**src/rtl/serial_frame_tx_if.sv**
```systemverilog
// serial_frame_tx_if -- word handshake into serial_frame_tx.
//
// Handshake: a word transfers on every clk edge where in_valid && in_ready
// are both 1. The master holds in_data/in_valid stable until that edge.
// in_ready is a pure function of the receiver's FIFO occupancy and does not
// depend on in_valid.
//
// Signals:
//   in_data   WIDTH  word to transmit           (master -> slave)
//   in_valid  1      in_data valid              (master -> slave)
//   in_ready  1      receiver can take a word   (slave -> master)
interface serial_frame_tx_if #(
    parameter int WIDTH = 8
);
    logic [WIDTH-1:0] in_data;
    logic             in_valid;
    logic             in_ready;

    modport master (output in_data, output in_valid, input in_ready);
    modport slave  (input in_data, input in_valid, output in_ready);
endinterface

```
**src/rtl/serial_frame_tx.sv**
```systemverilog
// serial_frame_tx -- buffers WIDTH-bit words in a DEPTH-entry FIFO and
// shifts them out MSB-first, one bit per bit_en strobe, with no gap bit
// between consecutive frames while words are queued.
//
// Build option: define SER_PARITY_EN to append an even-parity bit to each
// frame (frame becomes WIDTH+1 bits). Undefined: WIDTH-bit frames.
//
// Ports:
//   clk          clock
//   rst          asynchronous, active-high reset
//   in_bus       slave side of serial_frame_tx_if (in_data/in_valid/in_ready)
//   bit_en       bit-rate strobe; the shifter only moves on bit_en=1 cycles
//   ser_out      registered serial bit
//   ser_valid    ser_out carries a frame bit
//   frame_start  one-clk pulse when ser_out first shows a word's MSB
//   busy         shifter active or FIFO non-empty
//   fifo_count   words held in the FIFO
module serial_frame_tx #(
    parameter int WIDTH = 8,
    parameter int DEPTH = 4
) (
    input  logic                       clk,
    input  logic                       rst,
    serial_frame_tx_if.slave           in_bus,
    input  logic                       bit_en,
    output logic                       ser_out,
    output logic                       ser_valid,
    output logic                       frame_start,
    output logic                       busy,
    output logic [$clog2(DEPTH+1)-1:0] fifo_count
);
    localparam int AW = $clog2(DEPTH);
    localparam int CW = $clog2(DEPTH + 1);
    localparam int RW = $clog2(WIDTH);

`ifdef SER_PARITY_EN
    typedef enum logic [1:0] {IDLE, SHIFT, PARITY} state_t;
`else
    typedef enum logic [1:0] {IDLE, SHIFT} state_t;
`endif

    // ---------------- FIFO ----------------
    logic [WIDTH-1:0] mem [DEPTH];
    logic [AW-1:0]    wr_ptr, rd_ptr;
    logic [CW-1:0]    count;
    logic             push, pop, fifo_empty;

    assign in_bus.in_ready = (count != CW'(DEPTH));
    assign push            = in_bus.in_valid && in_bus.in_ready;
    assign fifo_empty      = (count == '0);
    assign fifo_count      = count;

    always_ff @(posedge clk) begin
        if (push) mem[wr_ptr] <= in_bus.in_data;
    end

    // Pointers are AW bits wide, so they wrap modulo DEPTH on their own.
    always_ff @(posedge clk or posedge rst) begin
        if (rst) begin
            wr_ptr <= '0;
            rd_ptr <= '0;
            count  <= '0;
        end else begin
            if (push) wr_ptr <= wr_ptr + 1'b1;
            if (pop)  rd_ptr <= rd_ptr + 1'b1;
            case ({push, pop})
                2'b10:   count <= count + 1'b1;
                2'b01:   count <= count - 1'b1;
                default: count <= count;
            endcase
        end
    end

    // ---------------- shifter ----------------
    state_t           state_q, state_d;
    logic [WIDTH-1:0] shreg_q, shreg_d;
    logic [RW-1:0]    rem_q, rem_d;
    logic             ser_out_q, ser_out_d;
    logic             ser_valid_q, ser_valid_d;
    logic             frame_start_q, frame_start_d;
    logic             end_frame;

    always_comb begin
        state_d       = state_q;
        shreg_d       = shreg_q;
        rem_d         = rem_q;
        ser_out_d     = ser_out_q;
        ser_valid_d   = ser_valid_q;
        frame_start_d = 1'b0;       // pulse: only the load edge sets it
        pop           = 1'b0;
        end_frame     = 1'b0;

        if (bit_en) begin
            case (state_q)
                IDLE: end_frame = 1'b1;
                SHIFT: begin
                    if (rem_q != '0) begin
                        // shreg holds the whole word; rem selects the bit on the line
                        ser_out_d = shreg_q[rem_q - 1'b1];
                        rem_d     = rem_q - 1'b1;
                    end else begin
`ifdef SER_PARITY_EN
                        state_d     = PARITY;
                        ser_out_d   = ^shreg_q;
                        ser_valid_d = 1'b1;
`else
                        end_frame = 1'b1;
`endif
                    end
                end
`ifdef SER_PARITY_EN
                PARITY: end_frame = 1'b1;
`endif
                default: state_d = IDLE;
            endcase

            // Frame boundary (or idle): load the head word with no gap bit,
            // otherwise drop the line and idle.
            if (end_frame) begin
                if (!fifo_empty) begin
                    pop           = 1'b1;
                    shreg_d       = mem[rd_ptr];
                    ser_out_d     = mem[rd_ptr][WIDTH-1];
                    ser_valid_d   = 1'b1;
                    frame_start_d = 1'b1;
                    rem_d         = RW'(WIDTH - 1);
                    state_d       = SHIFT;
                end else begin
                    ser_out_d   = 1'b0;
                    ser_valid_d = 1'b0;
                    state_d     = IDLE;
                end
            end
        end
    end

    always_ff @(posedge clk or posedge rst) begin
        if (rst) begin
            state_q       <= IDLE;
            shreg_q       <= '0;
            rem_q         <= '0;
            ser_out_q     <= 1'b0;
            ser_valid_q   <= 1'b0;
            frame_start_q <= 1'b0;
        end else begin
            state_q       <= state_d;
            shreg_q       <= shreg_d;
            rem_q         <= rem_d;
            ser_out_q     <= ser_out_d;
            ser_valid_q   <= ser_valid_d;
            frame_start_q <= frame_start_d;
        end
    end

    assign ser_out     = ser_out_q;
    assign ser_valid   = ser_valid_q;
    assign frame_start = frame_start_q;
    assign busy        = (state_q != IDLE) || !fifo_empty;
endmodule

```
**src/flat_wrapper.sv**
```systemverilog
// flat-port wrapper written by rule: the top's interface ports become plain ports
module serial_frame_tx_flat 
#(
    parameter int WIDTH = 8,
    parameter int DEPTH = 4
)
  (clk, rst, bit_en, ser_out, ser_valid, frame_start, busy, fifo_count, in_bus_in_data, in_bus_in_valid, in_bus_in_ready);
  serial_frame_tx_if #(.WIDTH(WIDTH)) in_bus_i ();
  input  logic clk;
  input  logic rst;
  input  logic bit_en;
  output logic ser_out;
  output logic ser_valid;
  output logic frame_start;
  output logic busy;
  output logic [$clog2(DEPTH+1)-1:0] fifo_count;
  input wire logic [$bits(in_bus_i.in_data)-1:0] in_bus_in_data;
  input wire logic [$bits(in_bus_i.in_valid)-1:0] in_bus_in_valid;
  output wire logic [$bits(in_bus_i.in_ready)-1:0] in_bus_in_ready;
  assign in_bus_i.in_data = in_bus_in_data;
  assign in_bus_i.in_valid = in_bus_in_valid;
  assign in_bus_in_ready = in_bus_i.in_ready;
  serial_frame_tx #(.WIDTH(WIDTH), .DEPTH(DEPTH)) u_core (.clk(clk), .rst(rst), .in_bus(in_bus_i), .bit_en(bit_en), .ser_out(ser_out), .ser_valid(ser_valid), .frame_start(frame_start), .busy(busy), .fifo_count(fifo_count));
endmodule
```
**config.mk**
```make
export PLATFORM = sky130hd
export DESIGN_NAME = serial_frame_tx_flat
export DESIGN_NICKNAME = d
export VERILOG_FILES = /design/src/rtl/serial_frame_tx_if.sv /design/src/rtl/serial_frame_tx.sv /design/src/flat_wrapper.sv
export SDC_FILE = /design/constraint.sdc
export NUM_CORES = 1
export LEC_CHECK = 0
export ABC_AREA = 1
export BUFFER_PORTS_ARGS = -buffer_cell sky130_fd_sc_hd__clkbuf_2
export CAP_MARGIN = 20
export CORE_ASPECT_RATIO = 1.2
export CORE_UTILIZATION = 30
export DETAILED_ROUTE_END_ITERATION = 12
export SLEW_MARGIN = 5
export SYNTH_ARGS = -nofsm -noshare
export SYNTH_HDL_FRONTEND = slang
export SYNTH_SLANG_ARGS = --single-unit
```
**constraint.sdc**
```tcl
create_clock -name clk -period 4.43 [get_ports clk]
set_clock_uncertainty 0.2 [all_clocks]
set_input_delay 0.2215 -clock clk [delete_from_list [all_inputs] [get_ports clk]]
set_output_delay 0.2215 -clock clk [all_outputs]
set_load 0.01 [all_outputs]
```
==> run_results.csv <==
group,metric,value,unit
die,rows,35,
worst_setup_path,endpoint_kind,"flop",
global_route,antenna_found_initial,0,
logic_synthesis,seq_area_frac_synth,61.4,%
die,fp.dieH,101,um
logic_synthesis,syn_nets,255,
worst_setup_path,critPathArrivalTime,2.84,ns
timing,rsz0062_at_grt,"false",
global_route,grt_pass1_wl,7470,um
layout,fin_area,0.00282,mm^2
layout,multiInputGateArea,746,um^2
global_route,overflow,0,
timing,final_hold_viol_count,0,
timing,tns,0,ns
layout,nets,285,
detailed_routing,drt_iter0_markers,41,
timing,tightest_slew,0.889,ns
global_route,grt_max_degree,23,
worst_setup_path,r2r-end,"u_core.fifo_count[2]",
layout,regArea,0.00151,mm^2
logic_synthesis,synth_top_family_by_area,"simple AND/OR/NAND/NOR gates",
timing,finalSetupViolations,0,
layout,final_cell_mix,"nand2_1, inv_1, nor2_1",
worst_hold_path,hold_class,"input port to flop",
worst_setup_path,r2r_cells,14,
die,die-width,84.7,um
global_route,grt_usage,11.1,%
clocking,htreeDepth,2,
die,fp.coreArea,0.00779,mm^2
layout,syn_to_final_growth,14.4,%
timing,layout_min_cycle_time,2.85,ns
detailed_routing,wire_per_inst,11.9,um
clocking,clk_latency,0.30,ns
logic_synthesis,synth-simple-area-share,15.8,%
timing,slew_headroom,40.5,%
die,io_pins,20,
logic_synthesis,synth-compound-area-share,8.54,%
placement,dp_hpwl,2910,um
power,vdd_drop_max,0.186,mV
logic_synthesis,synth_seq_cells,54,
logic_synthesis,synth.top_cells.by_area,"edfxtp_1, dfrtp_1, nand2_1",
die,die_area,0.00857,mm^2
clocking,clockBufferDepth,2,
worst_setup_path,crit_end,"u_core.fifo_count[2]",
worst_setup_path,cp_max_fo,22,
logic_synthesis,synthAdderAreaFrac,4.88,%
layout,fillers,786,
worst_setup_path,start_kind,"flop",
detailed_routing,dr.pass1.iters,6,
clocking,clock_sinks,54,
clocking,hold_buffers,9,
die,initial_core_util,31.6,%
logic_synthesis,avgSynthCellArea,10.5,um^2
timing,period_share,64.3,%
global_route,grt_pass1_vias,1560,
clocking,clk_pin_slew,0.10,ns
logic_synthesis,ys_types,24,
detailed_routing,routed_wl,4270,um
logic_synthesis,synth.largest_area_cell,"edfxtp_1",
run_status,status,"finished, final reports clean",
worst_setup_path,startpoint,"u_core.rem_q[0]",
worst_setup_path,required,4.42,ns
clocking,numCtsBuffers,5,
placement,io_buffer_count,19,
clocking,post-cts-setup-buffers,0,
detailed_routing,viasPerCell,4.34,
timing,report.final.slew_viol_count,0,
placement,gp_congestion,0.776,
logic_synthesis,synth.area.mux_share,0,%
flow_run,max_cap_violations,0,
timing,finalHoldWorstSlack,0.0176,ns
clocking,post_cts_resized,0,
layout,drive_above_1_share,18.1,%
placement,dp_cells,340,
worst_setup_path,r2r-start,"u_core.rem_q[0]",
logic_synthesis,yosys_warnings,0,
power,power.density,655,mW/mm^2
detailed_routing,postRouteAntennaNets,0,
worst_setup_path,worstSetupPathType,"flop to flop",
layout,final_common_cell,"nand2_1",
worst_setup_path,regToRegSetupSlack,1.58,ns
clocking,root_buffer,"clkbuf_8",
logic_synthesis,synth_xor_area_share,1.07,%
detailed_routing,vias,1550,
power,leakage,1.23,nW
logic_synthesis,syn_area,0.00246,mm^2
clocking,cts_tree,"yes",
logic_synthesis,synthCells,234,
layout,stdcell_count,357,
logic_synthesis,synth.top_cell.area_share,39.0,%
placement,dpl_cell_area,0.00261,mm^2
detailed_routing,drc,0,
layout,n_antenna_cell,0,
timing,fmaxAchievable,351,MHz
-- critical path, stage by stage, from the launching register on --
cell and delay [ns]:
dfrtp_1 0.45, inv_1 0.15, ha_1 0.19, ha_1 0.14, inv_1 0.04, nand2_1 0.08, nand2_2 0.07, nor2_2 0.10
buf_4 0.29, ha_1 0.19, inv_1 0.06, fa_1 0.38, a21oi_1 0.15, o21ai_0 0.11, xnor2_1 0.13
-- per-layer routing --
layer	part of all wire, %	GRT usage [%]	up-vias
met3	2.6	2.53	6
met5	0	0	-
met4	1.2	3.52	0
met2	51	20.4	19
li1	-	-	805
met1	45	13.0	720
-- cell usage after synthesis, drive strengths merged --
master,count
nor2,37
nor3,1
inv,37
nand2,41
edfxtp,32
nand3,12
a21boi,1
fa,1
ha,8
dfrtp,22
a21oi,4
o21ai,29
buf,6
xor2,1
xnor2,2
-- per-stage QoR --
stage                     total power, mW  worst slack, ns  util [%]
after floorplan                      1.39             1.82         -
after detailed placement             1.53             1.59      33.5
after global placement               1.51             1.65      33.5
after global routing                 2.01             1.31      36.1
after CTS                            1.88             1.57      36.1
final                                1.85             1.58      36.1
-- worst min-delay path by stage --
stage / startpoint / endpoint / slack [ns] / cells past startpoint
after floorplan: rst / u_core.fifo_count[0] / 0.01 / 1
after global placement: rst / u_core.wr_ptr[0] / 0.23 / 2
after detailed placement: rst / u_core.ser_valid / 0.23 / 2
after CTS: bit_en / u_core.rem_q[2] / 0.01 / 3
after global routing: bit_en / u_core.rem_q[2] / 0.05 / 3
final: bit_en / u_core.rem_q[2] / 0.02 / 3
-- registers in the layout (all words and copies together), names as in the netlist --
signal              flops
u_core.fifo_count       3
u_core.frame_start      1
u_core.mem             32
u_core.rd_ptr           2
u_core.rem_q            3
u_core.ser_out          1
u_core.ser_valid        1
u_core.shreg_q          8
u_core.state_q          1
u_core.wr_ptr           2
-- layout make-up --
cell class	instances	share of cell area, %
clock buffer	5	2.44
clock inverter	3	1.55
inverter	37	4.93
multi-input combinational	137	26.5
sequential	54	53.7
tap	92	4.09
timing repair buffer	29	6.84
-- logic make-up after synthesis --
| group | count (synthesis) |
|---|---|
| flops | 54 |
| compound gates | 34 |
| buf+inv | 43 |
| fa+ha+maj | 9 |
| xor+xnor | 3 |
| simple gates | 91 |
-- where the power goes --
part | internal, mW | switching, mW | leakage (nW) | total (mW)
Sequential | 0.699 | 0.116 | 0.555 | 0.815
Clock | 0.169 | 0.162 | 0.0547 | 0.331
Combinational | 0.267 | 0.433 | 0.625 | 0.700
Total | 1.14 | 0.710 | 1.23 | 1.85
No activity file was read; power rests on OpenSTA's default activity.
